[src/rtl/pixel_out_serializer.sv]
// Pixel FIFO plus byte serializer: 1 byte/pixel for narrow modes, 3 bytes (MSB first) in bypass.
// Build option SER_PARITY_EN adds parity_o, the XOR of byte_o.
module pixel_out_serializer #(
  parameter int MAX_PIXEL_BITS = 24,
  parameter int BYTE_WIDTH     = 8,
  parameter int FIFO_DEPTH     = 4
) (
  input  logic                      clk_i,
  input  logic                      reset_i,
  input  logic                      px_rdy_i,
  input  logic [MAX_PIXEL_BITS-1:0] in_pixel_i,
  input  logic [1:0]                mode_i,
  input  logic                      byte_ready_i,
  output logic [BYTE_WIDTH-1:0]     byte_o,
  output logic                      byte_valid_o,
  output logic                      fifo_full_o,
  output logic                      overflow_o
`ifdef SER_PARITY_EN
  ,
  output logic                      parity_o
`endif
);

  localparam int PW = $clog2(FIFO_DEPTH);
  localparam int CW = PW + 1;
  localparam int EW = MAX_PIXEL_BITS + 1;
  localparam int BW = BYTE_WIDTH;
  localparam logic [CW-1:0] FULL_CNT = CW'(FIFO_DEPTH);

  typedef enum logic [1:0] {IDLE, SEND_HI, SEND_MID, SEND_LO} state_t;

  logic [EW-1:0]   mem [FIFO_DEPTH];
  logic [PW-1:0]   wr_ptr, rd_ptr;
  logic [CW-1:0]   count, count_next;
  logic [EW-1:0]   head;
  logic [2*BW-1:0] tail;
  logic            push, pop, accept;
  state_t          state;

  always_comb begin
    accept = byte_valid_o && byte_ready_i;
    push   = px_rdy_i && (count != FULL_CNT);
    pop    = (count != '0) && ((state == IDLE) || ((state == SEND_LO) && accept));
    head   = mem[rd_ptr];
    count_next = count;
    case ({push, pop})
      2'b10:   count_next = count + CW'(1);
      2'b01:   count_next = count - CW'(1);
      default: count_next = count;
    endcase
  end

  // The wide flag is captured with the pixel so later mode changes cannot affect it.
  always_ff @(posedge clk_i) begin
    if (push && !reset_i) mem[wr_ptr] <= {(mode_i == 2'b11), in_pixel_i};
  end

  always_ff @(posedge clk_i) begin
    if (reset_i) begin
      wr_ptr      <= '0;
      rd_ptr      <= '0;
      count       <= '0;
      fifo_full_o <= 1'b0;
      overflow_o  <= 1'b0;
    end else begin
      if (push) wr_ptr <= wr_ptr + PW'(1);
      if (pop)  rd_ptr <= rd_ptr + PW'(1);
      count       <= count_next;
      fifo_full_o <= (count_next == FULL_CNT);
      if (px_rdy_i && (count == FULL_CNT)) overflow_o <= 1'b1;
    end
  end

  always_ff @(posedge clk_i) begin
    if (reset_i) begin
      state        <= IDLE;
      byte_o       <= '0;
      byte_valid_o <= 1'b0;
      tail         <= '0;
    end else begin
      case (state)
        IDLE: begin
          if (pop) begin
            tail         <= head[2*BW-1:0];
            byte_valid_o <= 1'b1;
            if (head[MAX_PIXEL_BITS]) begin
              byte_o <= head[3*BW-1 -: BW];
              state  <= SEND_HI;
            end else begin
              byte_o <= head[BW-1:0];
              state  <= SEND_LO;
            end
          end
        end
        SEND_HI: begin
          if (accept) begin
            byte_o <= tail[2*BW-1 -: BW];
            state  <= SEND_MID;
          end
        end
        SEND_MID: begin
          if (accept) begin
            byte_o <= tail[BW-1:0];
            state  <= SEND_LO;
          end
        end
        SEND_LO: begin
          // Chain straight into the next pixel when one is waiting, avoiding an idle bubble.
          if (accept) begin
            if (pop) begin
              tail <= head[2*BW-1:0];
              if (head[MAX_PIXEL_BITS]) begin
                byte_o <= head[3*BW-1 -: BW];
                state  <= SEND_HI;
              end else begin
                byte_o <= head[BW-1:0];
                state  <= SEND_LO;
              end
            end else begin
              byte_o       <= '0;
              byte_valid_o <= 1'b0;
              state        <= IDLE;
            end
          end
        end
        default: state <= IDLE;
      endcase
    end
  end

`ifdef SER_PARITY_EN
  assign parity_o = ^byte_o;
`endif

endmodule

[config.mk]
export PLATFORM = sky130hd
export DESIGN_NAME = pixel_out_serializer
export DESIGN_NICKNAME = d
export VERILOG_FILES = /design/src/rtl/pixel_out_serializer.sv
export SDC_FILE = /design/constraint.sdc
export NUM_CORES = 1
export LEC_CHECK = 0
export CAP_MARGIN = 20
export CORE_MARGIN = 1
export CORE_UTILIZATION = 40
export DETAILED_ROUTE_END_ITERATION = 10
export HOLD_SLACK_MARGIN = 0.08
export PLACE_DENSITY = 0.65
export REMOVE_ABC_BUFFERS = 1
export SLEW_MARGIN = 20
export SYNTH_ARGS = -nofsm -noshare
export SYNTH_HDL_FRONTEND = slang
export SYNTH_SLANG_ARGS = --single-unit
[constraint.sdc]
create_clock -name clk_i -period 6.05 [get_ports clk_i]
set_clock_uncertainty 0.05 [all_clocks]
set_input_delay 1.21 -clock clk_i [delete_from_list [all_inputs] [get_ports clk_i]]
set_output_delay 1.21 -clock clk_i [all_outputs]
set_load 0.01 [all_outputs]
==> results_dict.tcl, run 1 <==
set metrics [dict create \
    row_count 41 \
    wl_per_cell_um 17.4 \
    timing.fmax_mhz 293 \
    grt_pass1_vias 2918 \
    path_clk_slew_ps 50 \
    path_max_fanout 19 \
    place_inst 527 \
    setup_viol 0 \
    switching_share_pct 29.4 \
    synth_compound_area_share_pct 4.69 \
    cts_hold_buf 0 \
    grt.total_usage_pct 15.6 \
    multi_input_area_um2 1460 \
    synth_area_um2 5360 \
    antenna_left 0 \
    die_x_um 118 \
    comb_power_share_pct 25.3 \
    synth_fa_ha_area_share_pct 1.54 \
    fin_crit_ps 3410 \
    cts_resized 0 \
    antenna_found_initial 0 \
    dpl.hpwl_mm 5.98 \
    finalSetupTns_ps 0 \
    hold_path.class "reg -> reg" \
    relSlewSlack_pct 36.6 \
    rsz0062_at_grt "false" \
    worst_pin_slew_ps 951 \
    cts_setup_buffers 0 \
    cts_sinks 138 \
    worstSetupPathType "in -> reg" \
    portBuffers 40 \
    ys_ff_latch 138 \
    synth_xor_area_share_pct 0.817 \
    grt_use_met3_pct 5.23 \
    ys_seq_area_share_pct 70.2 \
    status "finished, final reports clean" \
    hold_viol 0 \
    seq_power_share_pct 43.9 \
    core-area_um2 12800 \
    p_leak_nw 2.15 \
    regArea_um2 3760 \
    instances_no_fill 559 \
    routabilityCongestion 0.729 \
    max_cap_violations 0 \
    cts_made_buffers 17 \
    grt-busiest-layer "met2" \
    syn_inst 327 \
    vias_per_cell 5.04 \
    muxShareOfSynthArea_pct 14.7 \
    cts_tree "yes" \
    synth_area_per_cell_um2 16.4 \
    period_share_pct 56.4 \
    areaGrowthSynthToFinish_pct 20.0 \
    slew_violations 0 \
    cts_root_buf "clkbuf_16" \
    start_util_pct 41.8 \
    met2_usage_pct 24.4 \
    grt_start_max_net_pins 40 \
    fillCellCount 1084 \
    ir_drop_uv 209 \
    clock_latency_ps 420 \
    drt_iter0_drc 189 \
    num_vias 2817 \
    design_area_um2 6430 \
    switchingPower_uw 856 \
    synth_top_family_by_area "multiplexers" \
    post-route-drc-count 0 \
    cp_data_arrival_time_ps 3650 \
    htree_levels 4 \
    drtPass1Iterations 4 \
    overflow 0 \
    power.density_nw_per_um2 453 \
    grt_pass1_wl_mm 15.8 \
    met1_usage_pct 19.7 \
    final_nets 410 \
    p_int_mw 2.06 \
    cp.required_ps 6290 \
    cts_max_path_buffers 2 \
    drive_gt1_share_pct 16.8 \
    worstSetupEndpointType "register" \
    die_h_um 118 \
    dieArea_um2 13900 \
    synthSimpleGateAreaFrac_pct 5.48 \
    place_area_um2 5920 \
    yosysWarnings 0 \
    synth.distinct_cells 36 \
    p_clk_share_pct 30.7 \
    wl_mm 9.71 \
    start_kind "primary input" \
    diodes 0 \
    pin_count 41 \
]
==> sequential cells by signal (all words and copies together), names as in the netlist, named ones only <==
| name | flops |
|---|---|
| byte_valid_o | 1 |
| overflow_o | 1 |
| fifo_full_o | 1 |
| state | 2 |
| rd_ptr | 2 |
| wr_ptr | 2 |
| count | 3 |
| tail | 16 |
| byte_o | 8 |
| mem | 100 |
==> critical path: stages <==
cell and delay [ps]:
clkdlybuf4s50_1 500, nand4_1 130, a21o_1 400, inv_4 280, ha_1 220, inv_1 60
fa_1 370, xor2_1 150, nor2_1 110, xnor2_1 150, nor3_1 70
==> per-layer routing <==
metal | wire length, um | vias to the layer above
li1 | - | 1339
met2 | 4670 | 54
met5 | 0 | -
met3 | 426 | 9
met4 | 99 | 0
met1 | 4510 | 1415
==> area by class of cell <==
| cell class | instances | area share [%] |
|---|---|---|
| Clock buffer | 22 | 7.22 |
| Clock inverter | 10 | 0.817 |
| Inverter | 8 | 0.506 |
| Multi-Input combinational cell | 163 | 22.7 |
| Sequential cell | 138 | 58.5 |
| Tap cell | 172 | 3.35 |
| Timing Repair Buffer | 46 | 6.92 |
==> worst paths after layout <==
kind,start,end,slack [ps],cells after the start
hold / removal,tail[4]$_SDFFE_PP0P_,tail[4]$_SDFFE_PP0P_,400,2
hold reg to reg,tail[4]$_SDFFE_PP0P_,tail[4]$_SDFFE_PP0P_,400,2
setup reg to reg,count[0]$_SDFF_PP0_,fifo_full_o$_SDFF_PP0_,3220,9
setup / recovery,byte_ready_i,fifo_full_o$_SDFF_PP0_,2640,11
==> logic make-up (layout without fill, tap and decap cells) <==
| group | after synthesis | in the layout |
|---|---|---|
| compound gates | 40 | 40 |
| xor+xnor | 5 | 5 |
| fa+ha+maj | 6 | 6 |
| buf+inv | 26 | 86 |
| flops | 138 | 138 |
| mux | 46 | 46 |
| simple gates | 66 | 66 |
==> power by group through the flow <==
| stage | combinational (mW) | sequential (mW) | clock (mW) |
|---|---|---|---|
| after floorplan | 0.512 | 1.28 | 0 |
| after global placement | 0.730 | 1.30 | 0 |
| after detailed placement | 0.747 | 1.31 | 0 |
| after CTS | 0.749 | 1.29 | 0.921 |
| after global routing | 0.812 | 1.31 | 0.961 |
| final | 0.739 | 1.28 | 0.896 |
==> Yosys cell counts, drive strengths merged <==
master,n,area [um2]
a211oi,1,7.51
edfxtp,100,3000
or2,1,8.76
nor3,4,25.0
nand4,1,6.26
ha,5,62.6
and2,5,31.3
inv,8,32.5
a22o,8,70.1
mux2i,21,223
o21ai,1,5.00
nor2,13,48.8
fa,1,20.0
nand3,1,5.00
a21oi,19,95.1
buf,13,87.6
xnor2,3,26.3
a21o,1,7.51
mux4,25,563
o22ai,8,50.1
nor2b,4,25.0
a41oi,1,8.76
dfxtp,38,761
clkbuf,5,20.0
o31ai,1,7.51
xor2,2,17.5
nand2,35,131
or3,1,6.26
nand2b,1,6.26
==> metrics by stage <==
stage / utilization [%] / setup slack (ps) / total power [mW] / hold slack, ps
finish: 50.2 / 2640 / 2.92 / 404
global route: 50.2 / 2350 / 3.08 / 417
CTS: 50.2 / 2660 / 2.96 / 405
detailed placement: 46.1 / 2210 / 2.05 / 398
global placement: 46.1 / 2250 / 2.03 / 394
floorplan: - / 2980 / 1.80 / 380
==> placed cells by master (no fill, tap or decap), types with 4 or more instances in the layout <==
cell | netlist | layout
clkbuf_16 | 0 | 17
nor2_1 | 13 | 13
clkinv_2 | 0 | 9
a22o_1 | 8 | 8
mux4_2 | 25 | 25
mux2i_1 | 20 | 20
o22ai_1 | 8 | 8
inv_1 | 7 | 7
nand2_1 | 35 | 35
nor2b_1 | 4 | 4
clkdlybuf4s50_1 | 0 | 40
buf_4 | 3 | 6
edfxtp_1 | 100 | 100
ha_1 | 5 | 5
and2_1 | 5 | 5
dfxtp_1 | 38 | 37
a21oi_1 | 19 | 19
No activity file was read; power rests on OpenSTA's default activity.
==> run 2: changes to the inputs <==
PLACE_DENSITY = 0.67   (was 0.65)
clock period = 3.1 ns   (was 6.05 ns; I/O delays follow)
==> run 2 against run 1 <==
Utilization up 0.58 points. Clock power up 110%. Non-clock buffer count up 5. Worst hold slack about the same. Die area unchanged. Total power up 100%. Worst setup slack worse by 2000 ps.
==> results_dict.tcl, run 2 (synthesized netlist as in run 1, its figures left out) <==
set metrics [dict create \
    status "finished, final reports clean" \
    cts_hold_buf 0 \
    r2r_cells 9 \
    place_area_um2 5950 \
    grt_start_max_net_pins 39 \
    start_util_pct 41.8 \
    slowest_stage "clkdlybuf4s50_1" \
    vias_per_cell 5.16 \
    largest_reg_flops 100 \
    place_ws_ps 261 \
    row_count 41 \
    portBuffers 40 \
    worstSetupEndpointType "register" \
    max_cap_violations 0 \
    crit_cells 11 \
    areaGrowthSynthToFinish_pct 21.4 \
    cp.required_ps 3330 \
    path_clk_slew_ps 60 \
    layout_common_cells "100 x edfxtp_1, 40 x clkdlybuf4s50_1, 37 x dfxtp_1, 35 x nand2_1, 25 x mux4_2" \
    top_regs "mem (100), tail (16), byte_o (8)" \
    wl_mm 9.84 \
    antenna_left 0 \
    drtPass1Iterations 4 \
    wl_per_cell_um 17.4 \
    clock_latency_ps 410 \
    finalSetupTns_ps 0 \
    grt_use_met3_pct 4.51 \
    final_common_cell "edfxtp_1" \
    p_leak_nw 2.17 \
    post-route-drc-count 0 \
    num_vias 2908 \
    die_h_um 118 \
    fin_crit_ps 2420 \
    ir_drop_uv 533 \
    diodes 0 \
    cts_setup_buffers 0 \
    relSlewSlack_pct 54.3 \
    start_kind "primary input" \
    pin_count 41 \
    worst-path-buf-inv 3 \
    antenna_found_initial 0 \
    top_register "mem" \
    dpl.hpwl_mm 5.99 \
    die_x_um 118 \
    met2_usage_pct 25.7 \
    timing.fmax_mhz 414 \
    setup_viol 0 \
    cts_sinks 138 \
    met1_usage_pct 19.3 \
    period_share_pct 77.9 \
    drive_gt1_share_pct 18.6 \
    htree_levels 4 \
    grt-busiest-layer "met2" \
    cp_top_family "buffers and inverters" \
    cts_made_buffers 17 \
    cp_slowest_stage_delay_ps 510 \
    power.density_nw_per_um2 901 \
    rsz0062_at_grt "false" \
    cts_max_path_buffers 2 \
    cts_tree "yes" \
    path_max_fanout 3 \
    worstSetupPathType "in -> reg" \
    core-area_um2 12800 \
    worst_pin_slew_ps 684 \
    instances_no_fill 564 \
    slew_violations 0 \
    hold_path.class "reg -> reg" \
    overflow 0 \
    routabilityCongestion 0.707 \
    final_nets 415 \
    grt_pass1_vias 3083 \
    dieArea_um2 13900 \
    cts_resized 0 \
    design_area_um2 6510 \
    place_inst 532 \
    grt.total_usage_pct 15.5 \
    hold_viol 0 \
    fin_ws_ps 684 \
    cp_cell_sequence "clkdlybuf4s50_1, nand4_1, a21o_1, inv_4, ha_1, inv_1, fa_1, xor2_1, nor2_1, xnor2_1, nor3_1" \
    drt_iter0_drc 262 \
    cp_data_arrival_time_ps 2640 \
    holdPathStages 2 \
    cts_root_buf "clkbuf_16" \
    grt_pass1_wl_mm 16.1 \
]
-- run 2: cell types whose count changed in the layout (fill, tap and decap cells not counted), sizes merged --
cell      change
bufinv        +1
buf           +5
clkinvlp      +4
clkbuf        -5
clkinv        -2
inv           +2
-- run 2: final timing paths --
kind                   startpoint  slack, ps                endpoint
max                  byte_ready_i        680  fifo_full_o$_SDFF_PP0_
min          tail[6]$_SDFFE_PP0P_        400    tail[6]$_SDFFE_PP0P_
max reg2reg   count[2]$_SDFF_PP0_        680  fifo_full_o$_SDFF_PP0_
min reg2reg  tail[6]$_SDFFE_PP0P_        400    tail[6]$_SDFFE_PP0P_
-- run 2: per-layer routing --
layer,vias up,wire (um)
met2,65,4960
met4,0,94
li1,1349,-
met3,9,405
met5,-,0
met1,1485,4380
-- run 2: through the flow --
| step | util (%) | hold WS [ps] | power, mW |
|---|---|---|---|
| global route | 50.7 | 423 | 6.18 |
| floorplan | - | 380 | 3.50 |
| global placement | 46.4 | 393 | 4.03 |
| CTS | 50.7 | 406 | 5.93 |
| finish | 50.7 | 404 | 5.86 |
| detailed placement | 46.4 | 398 | 4.07 |
-- run 2: cell type report --
cell class              instances  area [um2]
repair buffers                 51         483
fillers                      1092        6320
flip-flops and latches        138        3760
multi-input cells             163        1460
well taps                     172         215
inverters                       8        32.5
clock buffers                  17         425
clock inverters                15         128
-- run 2: worst min-delay path, delay by kind of cell, from the launching register on --
kind | cells | cell delay [ps]
flip-flops | 1 | 310
AND/OR/NAND/NOR | 1 | 50
AO/OA/AOI/OAI | 1 | 50
-- run 2: power by group --
part / leakage (nW) / total (mW) / switching (mW) / internal [mW]
combinational: 0.689 / 1.57 / 0.798 / 0.770
clock: 0.261 / 1.86 / 0.763 / 1.10
sequential: 1.22 / 2.43 / 0.187 / 2.25
total: 2.17 / 5.86 / 1.75 / 4.12
